### src/rtl/psw_result_stage.sv
// psw_result_stage
//   Registered result stage behind the 16-bit PSWAdder (four 4-bit saturating lanes).
//   Each accepted adder result {SubSum, InTag, Overflow} is written into a small
//   in-order FIFO and presented to writeback over a valid/ready handshake. The V/Z
//   flag register is updated at capture time, so flags follow program order.
//
// Optional feature (macro PSW_SAT_COUNT_EN):
//   defined   - SatCount counts pushes carrying Overflow=1, saturating at 8'hFF,
//               cleared only by reset.
//   undefined - no counter is built, SatCount is tied to 8'h00.
//
// Ports:
//   clk, rst_n          clock (rising edge), asynchronous active-low reset
//   InValid/InReady     upstream handshake; InReady depends on registered state only
//   SubSum, Overflow    adder result and any-lane saturation indicator
//   InTag               destination register tag
//   FlagEn              accepted result updates V/Z
//   Flush               synchronous flush: empties the FIFO, drops this cycle's push/pop
//   OutValid/OutReady   downstream handshake for the head entry
//   OutSum/OutTag/OutOvf  head entry fields
//   VFlag, ZFlag        overflow and zero flags
//   SatCount            saturation event count

module psw_result_stage #(
    parameter int unsigned WIDTH = 16,
    parameter int unsigned TAGW  = 4,
    parameter int unsigned DEPTH = 2
) (
    input  logic             clk,
    input  logic             rst_n,
    input  logic             InValid,
    output logic             InReady,
    input  logic [WIDTH-1:0] SubSum,
    input  logic             Overflow,
    input  logic [TAGW-1:0]  InTag,
    input  logic             FlagEn,
    input  logic             Flush,
    output logic             OutValid,
    input  logic             OutReady,
    output logic [WIDTH-1:0] OutSum,
    output logic [TAGW-1:0]  OutTag,
    output logic             OutOvf,
    output logic             VFlag,
    output logic             ZFlag,
    output logic [7:0]       SatCount
);

    localparam int unsigned PtrW = (DEPTH > 1) ? $clog2(DEPTH) : 1;
    localparam int unsigned CntW = $clog2(DEPTH + 1);
    localparam logic [CntW-1:0] CntFull = CntW'(DEPTH);

    logic [WIDTH-1:0] sum_q [DEPTH];
    logic [WIDTH-1:0] sum_d [DEPTH];
    logic [TAGW-1:0]  tag_q [DEPTH];
    logic [TAGW-1:0]  tag_d [DEPTH];
    logic             ovf_q [DEPTH];
    logic             ovf_d [DEPTH];

    logic [PtrW-1:0]  wr_ptr_q, wr_ptr_d;
    logic [PtrW-1:0]  rd_ptr_q, rd_ptr_d;
    logic [CntW-1:0]  count_q, count_d;
    logic             vflag_q, vflag_d;
    logic             zflag_q, zflag_d;

    logic             push;
    logic             pop;

    // Full is decided from count so a full FIFO blocks a push even when a pop
    // happens in the same cycle.
    assign InReady  = (count_q != CntFull);
    assign OutValid = (count_q != '0);
    assign push     = InValid & InReady & ~Flush;
    assign pop      = OutValid & OutReady & ~Flush;

    assign OutSum   = sum_q[rd_ptr_q];
    assign OutTag   = tag_q[rd_ptr_q];
    assign OutOvf   = ovf_q[rd_ptr_q];
    assign VFlag    = vflag_q;
    assign ZFlag    = zflag_q;

    always_comb begin
        sum_d    = sum_q;
        tag_d    = tag_q;
        ovf_d    = ovf_q;
        wr_ptr_d = wr_ptr_q;
        rd_ptr_d = rd_ptr_q;
        count_d  = count_q;
        vflag_d  = vflag_q;
        zflag_d  = zflag_q;

        if (push) begin
            sum_d[wr_ptr_q] = SubSum;
            tag_d[wr_ptr_q] = InTag;
            ovf_d[wr_ptr_q] = Overflow;
            wr_ptr_d        = wr_ptr_q + PtrW'(1);
            if (FlagEn) begin
                vflag_d = Overflow;
                zflag_d = (SubSum == '0);
            end
        end

        if (pop) begin
            rd_ptr_d = rd_ptr_q + PtrW'(1);
        end

        case ({push, pop})
            2'b10:   count_d = count_q + CntW'(1);
            2'b01:   count_d = count_q - CntW'(1);
            default: count_d = count_q;
        endcase

        // Flush only rewinds the queue; stored data, flags and SatCount survive.
        if (Flush) begin
            wr_ptr_d = '0;
            rd_ptr_d = '0;
            count_d  = '0;
        end
    end

    always_ff @(posedge clk or negedge rst_n) begin
        if (!rst_n) begin
            for (int unsigned i = 0; i < DEPTH; i++) begin
                sum_q[i] <= '0;
                tag_q[i] <= '0;
                ovf_q[i] <= 1'b0;
            end
            wr_ptr_q <= '0;
            rd_ptr_q <= '0;
            count_q  <= '0;
            vflag_q  <= 1'b0;
            zflag_q  <= 1'b0;
        end else begin
            sum_q    <= sum_d;
            tag_q    <= tag_d;
            ovf_q    <= ovf_d;
            wr_ptr_q <= wr_ptr_d;
            rd_ptr_q <= rd_ptr_d;
            count_q  <= count_d;
            vflag_q  <= vflag_d;
            zflag_q  <= zflag_d;
        end
    end

`ifdef PSW_SAT_COUNT_EN
    logic [7:0] sat_cnt_q, sat_cnt_d;

    always_comb begin
        sat_cnt_d = sat_cnt_q;
        if (push && Overflow && (sat_cnt_q != 8'hFF)) begin
            sat_cnt_d = sat_cnt_q + 8'd1;
        end
    end

    always_ff @(posedge clk or negedge rst_n) begin
        if (!rst_n) begin
            sat_cnt_q <= 8'h00;
        end else begin
            sat_cnt_q <= sat_cnt_d;
        end
    end

    assign SatCount = sat_cnt_q;
`else
    assign SatCount = 8'h00;
`endif

endmodule

### config.mk
export PLATFORM = sky130hd
export DESIGN_NAME = psw_result_stage
export DESIGN_NICKNAME = d
export VERILOG_FILES = /design/src/rtl/psw_result_stage.sv
export SDC_FILE = /design/constraint.sdc
export NUM_CORES = 1
export LEC_CHECK = 0
export CORE_ASPECT_RATIO = 1.4
export CORE_UTILIZATION = 50
export CTS_CLUSTER_DIAMETER = 80
export DETAILED_ROUTE_END_ITERATION = 10
export GPL_ROUTABILITY_DRIVEN = 0
export PLACE_DENSITY = 0.9
export SLEW_MARGIN = 5
export SYNTH_ARGS = -nofsm -noshare
export SYNTH_HDL_FRONTEND = slang
export SYNTH_SLANG_ARGS = --single-unit
### constraint.sdc
create_clock -name clk -period 2.41 [get_ports clk]
set_clock_uncertainty 0.05 [all_clocks]
set_input_delay 0.3615 -clock clk [delete_from_list [all_inputs] [get_ports clk]]
set_output_delay 0.3615 -clock clk [all_outputs]
set_load 0.05 [all_outputs]
==> results.json <==
{
  "status": "finished clean",
  "min_period_over_period": 0.919,
  "setup_tns_ns": 0,
  "ios": 60,
  "num_rows": 29,
  "yosys_register_bits": 48,
  "reg2reg_depth": 4,
  "vias_per_cell": 5.06,
  "cts_setup_buffers": 0,
  "max_cap_viol_count": 0,
  "clock.fmax_ghz": 0.452,
  "setup_violations": 0,
  "diodes": 0,
  "rr_endpoint": "sum_q[20]",
  "leakagePower_nw": 1.30,
  "total_power_mw": 2.57,
  "grt_max_degree": 22,
  "wirelength_um": 4250,
  "clock_latency_ns": 0.30,
  "wl_met2_um": 2180,
  "wl_per_cell_um": 15.3,
  "fp.dieArea_um2": 4920,
  "clockBufferDepth": 2,
  "dp_hpwl_um": 3010,
  "reg2reg_from": "count_q[1]",
  "netlist_area_um2": 2320,
  "htreeDepth": 2,
  "setup_ws_ns": 0.196,
  "track_usage": 0.197,
  "startpoint_type": "register",
  "antenna_found_initial": 0,
  "drc": 0,
  "power_density_nw_per_um2": 871,
  "core_region_area_um2": 4500,
  "critPathRequiredTime_ns": 2.00,
  "synth_seq_area_share": 0.517,
  "synth_top_area_cell": "dfrtp_1",
  "grt_pass1_wl_um": 7060,
  "vias": 1403,
  "ys_warn_count": 0,
  "cts_tree": "done",
  "cts_resized": 0,
  "cts_root_buffer": "clkbuf_8",
  "drtAntennaViolNets": 0,
  "start_util": 0.516,
  "final_cell_mix": "48 x dfrtp_1, 44 x mux2_2, 29 x clkdlybuf4s50_1",
  "finalHoldViolCount": 0,
  "clk_pin_slew_ns": 0.08,
  "min_period_ns": 2.21,
  "highest_layer": "met4",
  "rrSetupSlack_ns": 0.86,
  "syn-instance-count": 157,
  "first_pass_iters": 3,
  "worst_ep_arrival_time_ns": 1.80,
  "numCtsBuffers": 5,
  "hold_path.class": "primary input to async pin",
  "rsz0062_at_grt": "false",
  "drt_iter0_drc": 28,
  "grt_overflow": 0,
  "grt_pass1_vias": 1463,
  "path_class": "register to output pin",
  "cts_hold_buf": 1,
  "die_w_um": 59.6,
  "wl_met3_um": 169,
  "final_common_cell": "dfrtp_1",
  "ys_types": 27,
  "place_ws_ns": 0.301,
  "area_delta_synth_final_pct": 27.0,
  "met1Wirelength_um": 1820,
  "report.final.slew_viol_count": 0,
  "nets": 241,
  "cp-end-kind": "output pin",
  "cp_max_fo": 6,
  "drive_gt1_frac": 0.498,
  "io_buffer_count": 51,
  "clock_sinks": 48,
  "syn_avg_cell_area_um2": 14.8,
  "peakVddDrop_v": 0.000500,
  "synth.top_cell.area_share": 0.517,
  "die_h_um": 82.6,
  "synth.area.top_cells": "dfrtp_1 52%, mux2_2 21%, mux2_4 13%"
}
[sequential cells by signal, summed over array words and instances (netlist names)]
signal	count
rd_ptr_q	1
ZFlag	1
sum_q	32
count_q	2
ovf_q	2
VFlag	1
wr_ptr_q	1
tag_q	8
[how the worst max path moves through the flow]
stage                     from   endpoint  slack [ns]  depth (start not counted)
finish              count_q[1]    InReady        0.20                          3
global route        count_q[1]    InReady        0.13                          3
CTS                 count_q[1]    InReady        0.18                          3
detailed placement     InValid  sum_q[20]        0.30                          5
global placement       InValid  sum_q[20]        0.34                          5
floorplan           count_q[0]   sum_q[0]        0.87                          5
[critical path: stages, from the launching register on]
cell	delay (ns)
dfrtp_1	0.44
nor2b_4	0.17
inv_2	0.09
clkdlybuf4s50_1	0.80
[final cells by class]
class / instances / area (um2)
Timing Repair Buffer: 57 / 538
Clock inverter: 1 / 7.51
Tap cell: 62 / 77.6
Multi-Input combinational cell: 99 / 1030
Clock buffer: 7 / 86.3
Sequential cell: 48 / 1200
Fill cell: 362 / 1550
Inverter: 3 / 11.3
[stage by stage]
stage | std cells | hold WS, ns | cell area [um2] | util
after detailed placement | 268 | 0.266 | 2850 | 0.633
after global routing | 277 | 0.473 | 2950 | 0.656
final | 277 | 0.456 | 2950 | 0.656
after floorplan | 164 | 0.0159 | 2350 | -
after CTS | 277 | 0.456 | 2950 | 0.656
after global placement | 268 | 0.252 | 2850 | 0.633
[layer usage]
metal | vias to the layer above | global-route usage
met4 | 0 | 0.0837
met5 | - | 0
met2 | 37 | 0.327
met3 | 6 | 0.0405
li1 | 655 | -
met1 | 705 | 0.247
[logic make-up after synthesis]
group | synth area share
flops | 0.517
other cells | 0.00161
buf+inv | 0.0512
compound gates | 0.0194
simple gates | 0.0555
mux | 0.351
xor+xnor | 0.00377
[synthesized netlist by cell type (all sizes together)]
master  instances
and2b           1
nor2            1
nor4            5
mux2           64
or2             2
mux2i           2
conb            1
nand4           1
dfrtp          48
or3             1
a21oi           4
a21o            1
o211ai          1
inv             3
buf            14
nor3b           1
nand3           2
nor2b           1
xor2            1
nand3b          1
o21ai           2
[where the power goes]
group	switching, mW	leakage (nW)	internal [mW]
sequential	0.101	0.579	0.989
clock	0.255	0.0445	0.233
combinational	0.551	0.675	0.441
Power figures use the tool's default switching activity.
==> edit, RTL diff (config.mk and constraints unchanged) <==
Change the parameter `DEPTH` from 2 to 4.
--- a/src/rtl/psw_result_stage.sv
+++ b/src/rtl/psw_result_stage.sv
@@ -25,5 +25,5 @@
     parameter int unsigned WIDTH = 16,
     parameter int unsigned TAGW  = 4,
-    parameter int unsigned DEPTH = 2
+    parameter int unsigned DEPTH = 4
 ) (
     input  logic             clk,
Function: changed (Yosys sat finds a counterexample within 4 cycles, from zero or initial values and one cycle with rst_n low).
==> edit against the unedited design <==
- the flow now finishes with violations (DRC, hold timing)
- sequential share of layout area up 1.2 points
- final cell count up 65%
- critical path depth up 4
- combinational power up 100%
- sequential cell count up 45
- worst setup slack worse by 120 ps
- area after synthesis up 110%
- cell area up 88%
- total power up 130%
- wire length up 130%
- global-route usage up 1.3 points
- register-to-register slack worse by 790 ps
==> edit: results (changes against the unedited design) <==
| Metric | Value |
|---|---|
| Wire length of the first global-routing pass | `15.97 mm (+130%)` |
| Worst slew pin tran | `648.6 ps` |
| Biggest regs | `sum_q: 64 flops, tag_q: 16 flops, ovf_q: 4 flops` |
| DRT Pass-1 Iters | `7 (+4)` |
| Seq/Total Area, Yosys | `48.77% (-3.0 points)` |
| PostCTS Resize Cnt | `2 (+2)` |
| Ant diodes | `0 (unchanged)` |
| Filler cells | `713 (+97%)` |
| Clock buffer depth | `2 (unchanged)` |
| Nets | `377 (+56%)` |
| CP Data Arrival Time | `2540 ps (+740 ps)` |
| Mean post-synth cell area | `16.51 um2 (+12%)` |
| Clk_lat worst skew | `330 ps (+30 ps)` |
| Met1 WL | `3.987 mm (+120%)` |
| CP max stage delay | `540 ps (-260 ps)` |
| Ys Warns | `0 (unchanged)` |
| Final HPWL DP | `6.236 mm (+110%)` |
| Routed wl met2 | `5.050 mm (+130%)` |
| Top Family by Delay on Critical Path | `simple AND/OR/NAND/NOR gates` |
| Met3 WL | `432 um (+160%)` |
| Num CTS Buffers | `9 (+4)` |
| Slowest-stage cell, CP | `or4b_4` |
| Total Wirelength | `9.565 mm (+130%)` |
| Peak VDD IR | `527.0 uV (+5.3%)` |
| Status | `complete, but fails checks` |
| Initial DRC Count | `159 (+470%)` |
| Hold violation count in the final report | `8 (+8)` |
| Htree depth | `3 (+1)` |
| Post-Place Worst Slack | `-114.5 ps (-415.3 ps)` |
| Max layer used | `met4` |
| Synth top area cells | `dfrtp_1, mux2_4, mux4_2` |
| Via density | `5.832 (+15%)` |
| Vias in the first global route | `2981 (+100%)` |
| All-Layer GR Usage | `20.97% (+1.3 points)` |
| Initial antenna violation count | `0 (unchanged)` |
| I/O Buffers | `51 (unchanged)` |
| Most frequent cells after synthesis | `dfrtp_1, mux2_4, mux4_2` |
| DRC errors left | `10 (+10)` |
| Leakage | `0.002716 uW (+110%)` |
| Dpl cells | `441 (+65%)` |
| Clock root buffer | `clkbuf_16` |
| Hold WS | `-5.667 ps (-462.0 ps)` |
| Critical path launch point | `count_q[0]` |
| Clk slew on worst S/H paths | `70 ps` |
| Worst Hold Class | `primary input to async pin` |
| Largest net degree at the start of global routing | `52 (+140%)` |
| Max Transition Viols Final | `0 (unchanged)` |
| Vias | `2665 (+90%)` |
| Share of layout cells above drive strength 1 | `47.71% (-2.1 points)` |
| Library cells used by synthesis | `39 (+44%)` |
| Failing checks | `DRC, hold timing` |
edit: changes by cell type in the layout (fill, tap and decap cells not counted), moves of 5 or more:
cell / before / now
buf_4: 23 / 36
clkbuf_16: 0 / 9
clkbuf_8: 6 / 1
dfrtp_1: 48 / 92
mux2_2: 44 / 5
mux2_4: 20 / 80
mux4_2: 0 / 21
nand2_1: 0 / 6
edit: cell families (layout without fill, tap and decap cells):
group	Yosys count	in the layout	share of synthesized area, %
DFF	93	93	48.77
muxes	107	107	36.47
AOI/OAI and AO/OA	14	14	1.862
xor gates and xnor gates	4	4	0.7343
other	1	8	0.07858
adders and majority gates	5	5	1.468
and+or+nand+nor	34	34	4.510
buffers and inverters	31	85	6.109
edit: cell type report:
class / instances / area share (%)
flip-flops and latches: 93 / 41.95
multi-input cells: 172 / 39.43
repair buffers: 65 / 10.05
clock buffers: 11 / 4.373
well taps: 107 / 2.412
clock inverters: 5 / 1.510
inverters: 4 / 0.2705
edit: path summary, 6_finish.rpt:
kind	to	slack, ps	cells after the start
setup / recovery	count_q[2]	70	7
hold / removal	sum_q[54]	-6	1
setup reg to reg	count_q[2]	70	7
hold reg to reg	sum_q[27]	460	1
max in group asynchronous	tag_q[2]	1620	2
min in group clk	sum_q[27]	460	1
edit: worst reg2reg max path: stages (launching register included):
cell and delay (ps):
dfrtp_1 480, or3b_1 190, o21ai_1 80, and3b_1 210, fa_2 400, or4b_4 540, a21o_1 180, a31oi_1 120
edit: per-stage QoR:
stage,power [uW],area [um2]
final,5885,5550
after global routing,6131,5550
after CTS,5923,5547
after detailed placement,4356,5223
after global placement,4245,5223
after floorplan,3860,4815
edit: per-layer routing:
layer  up-vias  GRT usage (%)
met4         0          6.992
met5         -              0
met2        81          34.60
met3         7          4.067
li1       1149              -
met1      1428          27.82
edit: where the power goes:
part	leakage, uW	total [uW]	internal [uW]	switching, uW
Sequential	0.00117	2330	2040	291
Clock	0.000152	1540	940	603
Combinational	0.00139	2010	1060	949
